$ cat config.mk
export PLATFORM = sky130hd
export DESIGN_NAME = motion_highlight
export DESIGN_NICKNAME = d
export VERILOG_FILES = /design/src/rtl/motion_detect_pkg.sv /design/src/rtl/motion_highlight.sv
export SDC_FILE = /design/constraint.sdc
export NUM_CORES = 1
export LEC_CHECK = 0
export ABC_AREA = 1
export BUFFER_PORTS_ARGS = -buffer_cell sky130_fd_sc_hd__buf_2
export CAP_MARGIN = 20
export CORE_MARGIN = 3
export CORE_UTILIZATION = 52
export CTS_BUF_LIST = sky130_fd_sc_hd__clkbuf_8
export CTS_CLUSTER_SIZE = 20
export DETAILED_ROUTE_END_ITERATION = 10
export PLACE_DENSITY = 0.8
export SLEW_MARGIN = 10
export SYNTH_ARGS = -nofsm -noshare
export SYNTH_HDL_FRONTEND = slang
export SYNTH_SLANG_ARGS = --single-unit
$ cat constraint.sdc
create_clock -name clock -period 2.49 [get_ports clock]
set_input_delay 0.249 -clock clock [delete_from_list [all_inputs] [get_ports clock]]
set_output_delay 0.249 -clock clock [all_outputs]
set_load 0.02 [all_outputs]
$ cat src/rtl/motion_detect_pkg.sv
`default_nettype none
// ============================================================================
// Module   : motion_detect_pkg
// Brief    : Shared types and constants for the motion_detect pixel pipeline.
// Revision : 1.0 - initial release
// ============================================================================
package motion_detect_pkg;

    typedef enum logic [0:0] {
        S_FETCH = 1'b0,
        S_EMIT  = 1'b1
    } state_t;

    localparam int WIDTH_DEFAULT  = 768;
    localparam int HEIGHT_DEFAULT = 576;
    localparam int PIXELS         = WIDTH_DEFAULT * HEIGHT_DEFAULT;
    localparam int PIX_CNT_W      = $clog2(PIXELS);

    localparam logic [23:0] COLOR_RED   = 24'h0000FF;
    localparam logic [23:0] COLOR_BLACK = 24'h000000;

    // Never returns zero so a degenerate one-pixel frame still gets a counter.
    function automatic int cnt_width(input int n);
        return (n > 1) ? $clog2(n) : 1;
    endfunction

endpackage
`default_nettype wire

$ cat src/rtl/motion_highlight.sv
`default_nettype none
// ============================================================================
// Module   : motion_highlight
// Brief    : Pairs mask bytes with original BGR pixels, paints motion pixels
//            with HIGHLIGHT_COLOR and pulses frame_done on each frame's end.
//            Optional MOTION_HIGHLIGHT_COUNT_EN adds a per-frame motion count.
// Revision : 1.0 - initial release
// ============================================================================
module motion_highlight
    import motion_detect_pkg::*;
#(
    parameter int          WIDTH           = WIDTH_DEFAULT,
    parameter int          HEIGHT          = HEIGHT_DEFAULT,
    parameter logic [23:0] HIGHLIGHT_COLOR = COLOR_RED
) (
    input  logic        clock,
    input  logic        reset,
    input  logic        mask_empty,
    output logic        mask_rd_en,
    input  logic [7:0]  mask_dout,
    input  logic        img_empty,
    output logic        img_rd_en,
    input  logic [23:0] img_dout,
    input  logic        out_full,
    output logic        out_wr_en,
    output logic [23:0] out_din,
    output logic        frame_done
`ifdef MOTION_HIGHLIGHT_COUNT_EN
    ,
    output logic [$clog2(WIDTH*HEIGHT+1)-1:0] motion_count
`endif
);

    localparam int               NPIX     = WIDTH * HEIGHT;
    localparam int               CNT_W    = cnt_width(NPIX);
    localparam logic [CNT_W-1:0] LAST_PIX = CNT_W'(NPIX - 1);

    state_t             state_q, state_d;
    logic [23:0]        pix_q, pix_d;
    logic [CNT_W-1:0]   pix_cnt_q, pix_cnt_d;
    logic               frame_done_q, frame_done_d;

    logic               fetch_ok;
    logic               fetch;
    logic               write;
    logic               last_pix;
    logic               is_motion;
    logic [23:0]        pix_c;

    assign fetch_ok  = !mask_empty && !img_empty;
    assign is_motion = (mask_dout != 8'h00);
    assign pix_c     = is_motion ? HIGHLIGHT_COLOR : img_dout;
    assign last_pix  = (pix_cnt_q == LAST_PIX);

    always_comb begin
        state_d = state_q;
        fetch   = 1'b0;
        write   = 1'b0;
        case (state_q)
            S_FETCH: begin
                if (fetch_ok) begin
                    fetch   = 1'b1;
                    state_d = S_EMIT;
                end
            end
            S_EMIT: begin
                // A draining write may refill in the same cycle for 1 pixel/cycle.
                if (!out_full) begin
                    write = 1'b1;
                    if (fetch_ok) begin
                        fetch = 1'b1;
                    end else begin
                        state_d = S_FETCH;
                    end
                end
            end
            default: state_d = S_FETCH;
        endcase
    end

    always_comb begin
        pix_d        = fetch ? pix_c : pix_q;
        pix_cnt_d    = pix_cnt_q;
        frame_done_d = 1'b0;
        if (write) begin
            pix_cnt_d    = last_pix ? '0 : pix_cnt_q + CNT_W'(1);
            frame_done_d = last_pix;
        end
    end

    always_ff @(posedge clock or negedge reset) begin
        if (!reset) begin
            state_q      <= S_FETCH;
            pix_q        <= COLOR_BLACK;
            pix_cnt_q    <= '0;
            frame_done_q <= 1'b0;
        end else begin
            state_q      <= state_d;
            pix_q        <= pix_d;
            pix_cnt_q    <= pix_cnt_d;
            frame_done_q <= frame_done_d;
        end
    end

    // Strobes are gated by reset so nothing leaks while it is held low.
    assign mask_rd_en = reset && fetch;
    assign img_rd_en  = reset && fetch;
    assign out_wr_en  = reset && write;
    assign out_din    = pix_q;
    assign frame_done = frame_done_q;

`ifdef MOTION_HIGHLIGHT_COUNT_EN
    localparam int MC_W = $clog2(NPIX + 1);

    logic            motion_q, motion_d;
    logic [MC_W-1:0] acc_q, acc_d;
    logic [MC_W-1:0] motion_count_q, motion_count_d;

    always_comb begin
        motion_d       = fetch ? is_motion : motion_q;
        acc_d          = acc_q;
        motion_count_d = motion_count_q;
        if (write) begin
            // The last pixel's flag is folded into the latched total.
            if (last_pix) begin
                motion_count_d = acc_q + MC_W'(motion_q);
                acc_d          = '0;
            end else begin
                acc_d = acc_q + MC_W'(motion_q);
            end
        end
    end

    always_ff @(posedge clock or negedge reset) begin
        if (!reset) begin
            motion_q       <= 1'b0;
            acc_q          <= '0;
            motion_count_q <= '0;
        end else begin
            motion_q       <= motion_d;
            acc_q          <= acc_d;
            motion_count_q <= motion_count_d;
        end
    end

    assign motion_count = motion_count_q;
`endif

endmodule
`default_nettype wire

* Word level (Yosys, flattened, before mapping)
Cells that the tools add are included.
** Operators by class
- Add/sub/neg operators :: 1
- Shifts and indexed selects :: 0
- Reductions and logical operators :: 6
- Muxes and demuxes :: 10
- $mul :: 0
- Equality and inequality tests :: 1
- Div/mod/pow operators :: 0
- Bitwise operators :: 1
- Magnitude comparators :: 0
** Operator list (count)
- 2-to-1 mux 24 bit :: 1
- adder 19 x 1 -> 19 bit, second input constant :: 1
- == test 19 bit, second input constant :: 1
- 2-to-1 mux 19 bit :: 1
- nonzero test 8 bit :: 1
- 2-to-1 mux 1 bit :: 6
- case mux 1 bit (2 select lines) :: 2
- logical AND 1 bit :: 3
- logical NOT 1 bit :: 2
- NOT 1 bit :: 1
** Storage, ports and cells
- Bits in read-only memories :: 0
- Flip-flop bits (word level) :: 45
- RAM bits :: 0
- Output and inout port bits :: 28
- Input port bits :: 37
- Memories :: 0
- Logic and storage cells :: 23
- Bits in latches :: 0

* Longest topological paths before layout
- Word-level depth :: 6
- Mapped depth :: 9

* Worst setup path after synthesis
OpenSTA, ideal clock, no wires.
- Kind :: reg-to-output
- Start point :: reg state_q
- End point :: out mask_rd_en
- Stages on the path, launching flop included :: 6
- Buffers on the path :: 2
- Required time :: 2241 ps
- Path slack :: 907 ps
- Arrival :: 1334 ps
- Cells stage by stage :: dfrtp_1 > nand2_1 > nand2_2 > clkbuf_1 > nor2_1 > buf_4
** On the way
- Word-level cells in the longest chain between the ends :: 3
** Ends and longest elaborated chain
- start: declaration :: line motion_highlight.sv:38 : state_t state_q, state_d;
- start signal: assignment :: line motion_highlight.sv:98 : state_q <= state_d;
- NOT 1 bit
- case mux 1 bit (2 select lines) * :: line motion_highlight.sv:59 : case (state_q)
- logical AND 1 bit *
- end: declaration :: line motion_highlight.sv:19 : output logic mask_rd_en,
Mark *: on every way between the ends. The rest lies on a longest branch, timed or not.

* Worst setup path in the final report
- Start point :: reg state_q
- End point :: reg pix_q[22], in the netlist out_din[22]
** On the way
- Word-level cells in the longest chain between the ends :: 2
** Ends and longest elaborated chain
- NOT 1 bit
- case mux 1 bit (2 select lines) * :: line motion_highlight.sv:59
- end signal: assignment :: line motion_highlight.sv:99 : pix_q <= pix_d;
- end: declaration :: line motion_highlight.sv:39 : logic [23:0] pix_q, pix_d;
Marked as above.
A chain may end at the register's enable or synchronous reset.

==> flow_metrics.tcl <==
set metrics [dict create \
    outcome "completed" \
    synth_top_area_share_pct 49.7 \
    vias_per_cell 5.21 \
    cp.buffers_inverters 1 \
    path_max_fanout 26 \
    nets 383 \
    cts_htree_levels 2 \
    clk_latency_ns 0.30 \
    synthTopCellsByCount "nand2_1, nor2_1, dfrtp_1" \
    clock-sinks 45 \
    yosys.area.top_type "dfrtp_1" \
    holdWs_ns 0.0436 \
    hold_violations 0 \
    ir_drop_v 0.000339 \
    cts_resized 0 \
    async_flop_share_pct 100 \
    firstDrtPassIters 4 \
    worstPathCellList "nand2_1 > nand2_2 > inv_1 > nand3_1 > nand2_1" \
    fin_crit_ns 1.76 \
    final_cells 396 \
    min_path_type "in2async" \
    synth.most_common_cell "nand2_1" \
    nFillCells 358 \
    dpl.hpwl_mm 3.85 \
    dp.cells 388 \
    cts_hold_buf 0 \
    synth_nets 317 \
    finClkSkew_ns 0.0116 \
    placementRows 23 \
    crit_slowest_cell "inv_1" \
    die_h_um 72.0 \
    cp-end-kind "register" \
    ys_types 28 \
    port_buffers 64 \
    io_pins 65 \
    tightest_slew_ns 0.695 \
    crit_top_cell "nand2_1" \
    grt_usage_pct 21.9 \
    ys_seq_area_share_pct 49.7 \
    final_antenna_net_count 0 \
    fmax_mhz 568 \
    grt_start_max_net_pins 46 \
    routed-via-count 2062 \
    yosys_most_used_dff "dfrtp_1" \
    critPathMaxStageDelay_ns 0.63 \
    drive_above_1_share_pct 27.5 \
    root_buffer "clkbuf_8" \
    syn2layout_area_growth_pct 19.8 \
    cts_buffer_depth 2 \
    max-slew-margin-rel_pct 53.6 \
    cp-start-kind "register" \
    ys_top_cells_by_area "dfrtp_1, nand2_1, nor2_1" \
    synth_warnings 0 \
    p_per_area_mw_per_mm2 548 \
    path_delay_family "simple AND/OR/NAND/NOR gates" \
    utilization_pct 66.0 \
    grt_first_pass_wirelength_mm 8.95 \
    cts_buffers 5 \
    cts_tree "built" \
    fin_crit_sh_pct 70.7 \
    gr-total-overflow 0 \
    post_cts_buffers 0 \
    rsz0062_at_grt "no" \
    synthCells 279 \
    initial_core_util_pct 55.1 \
    ys_seq_elements 45 \
    antennaDiodeCount 0 \
    syn_area_per_cell_um2 8.12 \
    drc 0 \
    setup_tns_ns 0 \
    crit_arrival_ns 1.99 \
    drt_iter0_markers 157 \
    antenna_found_initial 0 \
    core-area_mm2 0.00412 \
    wire_per_inst_um 13.1 \
    cp.required_ns 2.72 \
    grt_pass1_vias 1980 \
    die_x_um 72.0 \
    reg2reg_setup_slack_ns 0.73 \
    drv_slew 0 \
    finalSetupViolCount 0 \
    totalWireLength_mm 5.17 \
    clk_pin_slew_ns 0.08 \
    place_congestion 0.884 \
    p_leak_nw 1.52 \
    cap_violations 0 \
    mappedNetlistArea_mm2 0.00227 \
    setup.worst_path.class "reg2reg" \
    die_area_mm2 0.00519 \
    synth_enable_flop_cells 0 \
]
-- cells in the final DEF, fill, tap and decap left out, types with 3 or more instances in the layout --
cell type,synthesis,final
nand3_1,23,23
buf_2,5,64
inv_1,19,20
nor3_1,5,5
nor2_4,5,5
o21ai_0,6,6
nor2_1,51,51
nand2_4,3,3
and3_1,3,3
nand2_1,73,73
a21oi_1,10,10
nand4_1,8,8
dfrtp_1,45,45
xor2_1,4,4
clkbuf_8,0,5
-- final timing paths --
check                           depth (start not counted)            end        start
worst min register to register                          2    out_din[16]  out_din[16]
min in group clock                                      2        state_q   mask_empty
worst max register to register                          5    out_din[22]      state_q
max in group asynchronous                               2  pix_cnt_q[10]        reset
worst min-delay path                                    2     out_din[3]        reset
worst max-delay path                                    5    out_din[22]      state_q
-- area by class of cell --
class | instances | area [um^2] | share of cell area, %
clock buffers | 5 | 68.8 | 2.53
clock inverters | 3 | 18.8 | 0.691
inverters | 23 | 90.1 | 3.32
multi-input cells | 204 | 1010 | 37.3
flip-flops and latches | 45 | 1130 | 41.5
well taps | 50 | 62.6 | 2.30
repair buffers | 66 | 335 | 12.4
-- stage by stage --
stage	setup WS (ns)	instance area (um^2)	total power, W
final	0.729	2720	0.00149
after global routing	0.528	2720	0.00157
after floorplan	0.907	2270	0.000974
after detailed placement	0.730	2630	0.00106
after global placement	0.765	2630	0.00105
after CTS	0.701	2720	0.00150
-- where the power goes --
| part | leakage [nW] | total [W] | switching (W) | internal (W) |
|---|---|---|---|---|
| Combinational | 0.948 | 0.000210 | 0.000135 | 0.0000756 |
| Sequential | 0.534 | 0.000834 | 0.0000594 | 0.000775 |
| Clock | 0.0416 | 0.000444 | 0.000250 | 0.000194 |
| Total | 1.52 | 0.00149 | 0.000444 | 0.00104 |
-- routing by layer --
metal	vias up	global-route usage [%]	part of all wire [%]
met5	-	0	0
met4	0	8.14	2.2
met3	12	4.71	5.9
met2	63	35.5	48
met1	968	28.9	44
li1	1019	-	-
-- worst register-to-register path, delay by kind of cell (launching register included) --
kind                   cells  cell delay, ns
DFF                        1            0.42
and+or+nand+nor            4            0.65
buffers and inverters      1            0.64
-- kinds of logic (layout without fill, tap and decap cells) --
kind of cell / Yosys count / count (layout) / synth area share [%]
DFF: 45 / 45 / 49.7
adders and majority gates: 1 / 1 / 0.552
buffers and inverters: 30 / 97 / 5.58
xor gates and xnor gates: 4 / 4 / 1.55
and+or+nand+nor: 182 / 182 / 38.9
AOI/OAI and AO/OA: 17 / 17 / 3.75
-- registers in the layout, summed over array words and instances, names as in the netlist --
register / flops
out_din: 24
pix_cnt_q: 19
frame_done: 1
state_q: 1
No activity file was read; power rests on OpenSTA's default activity.
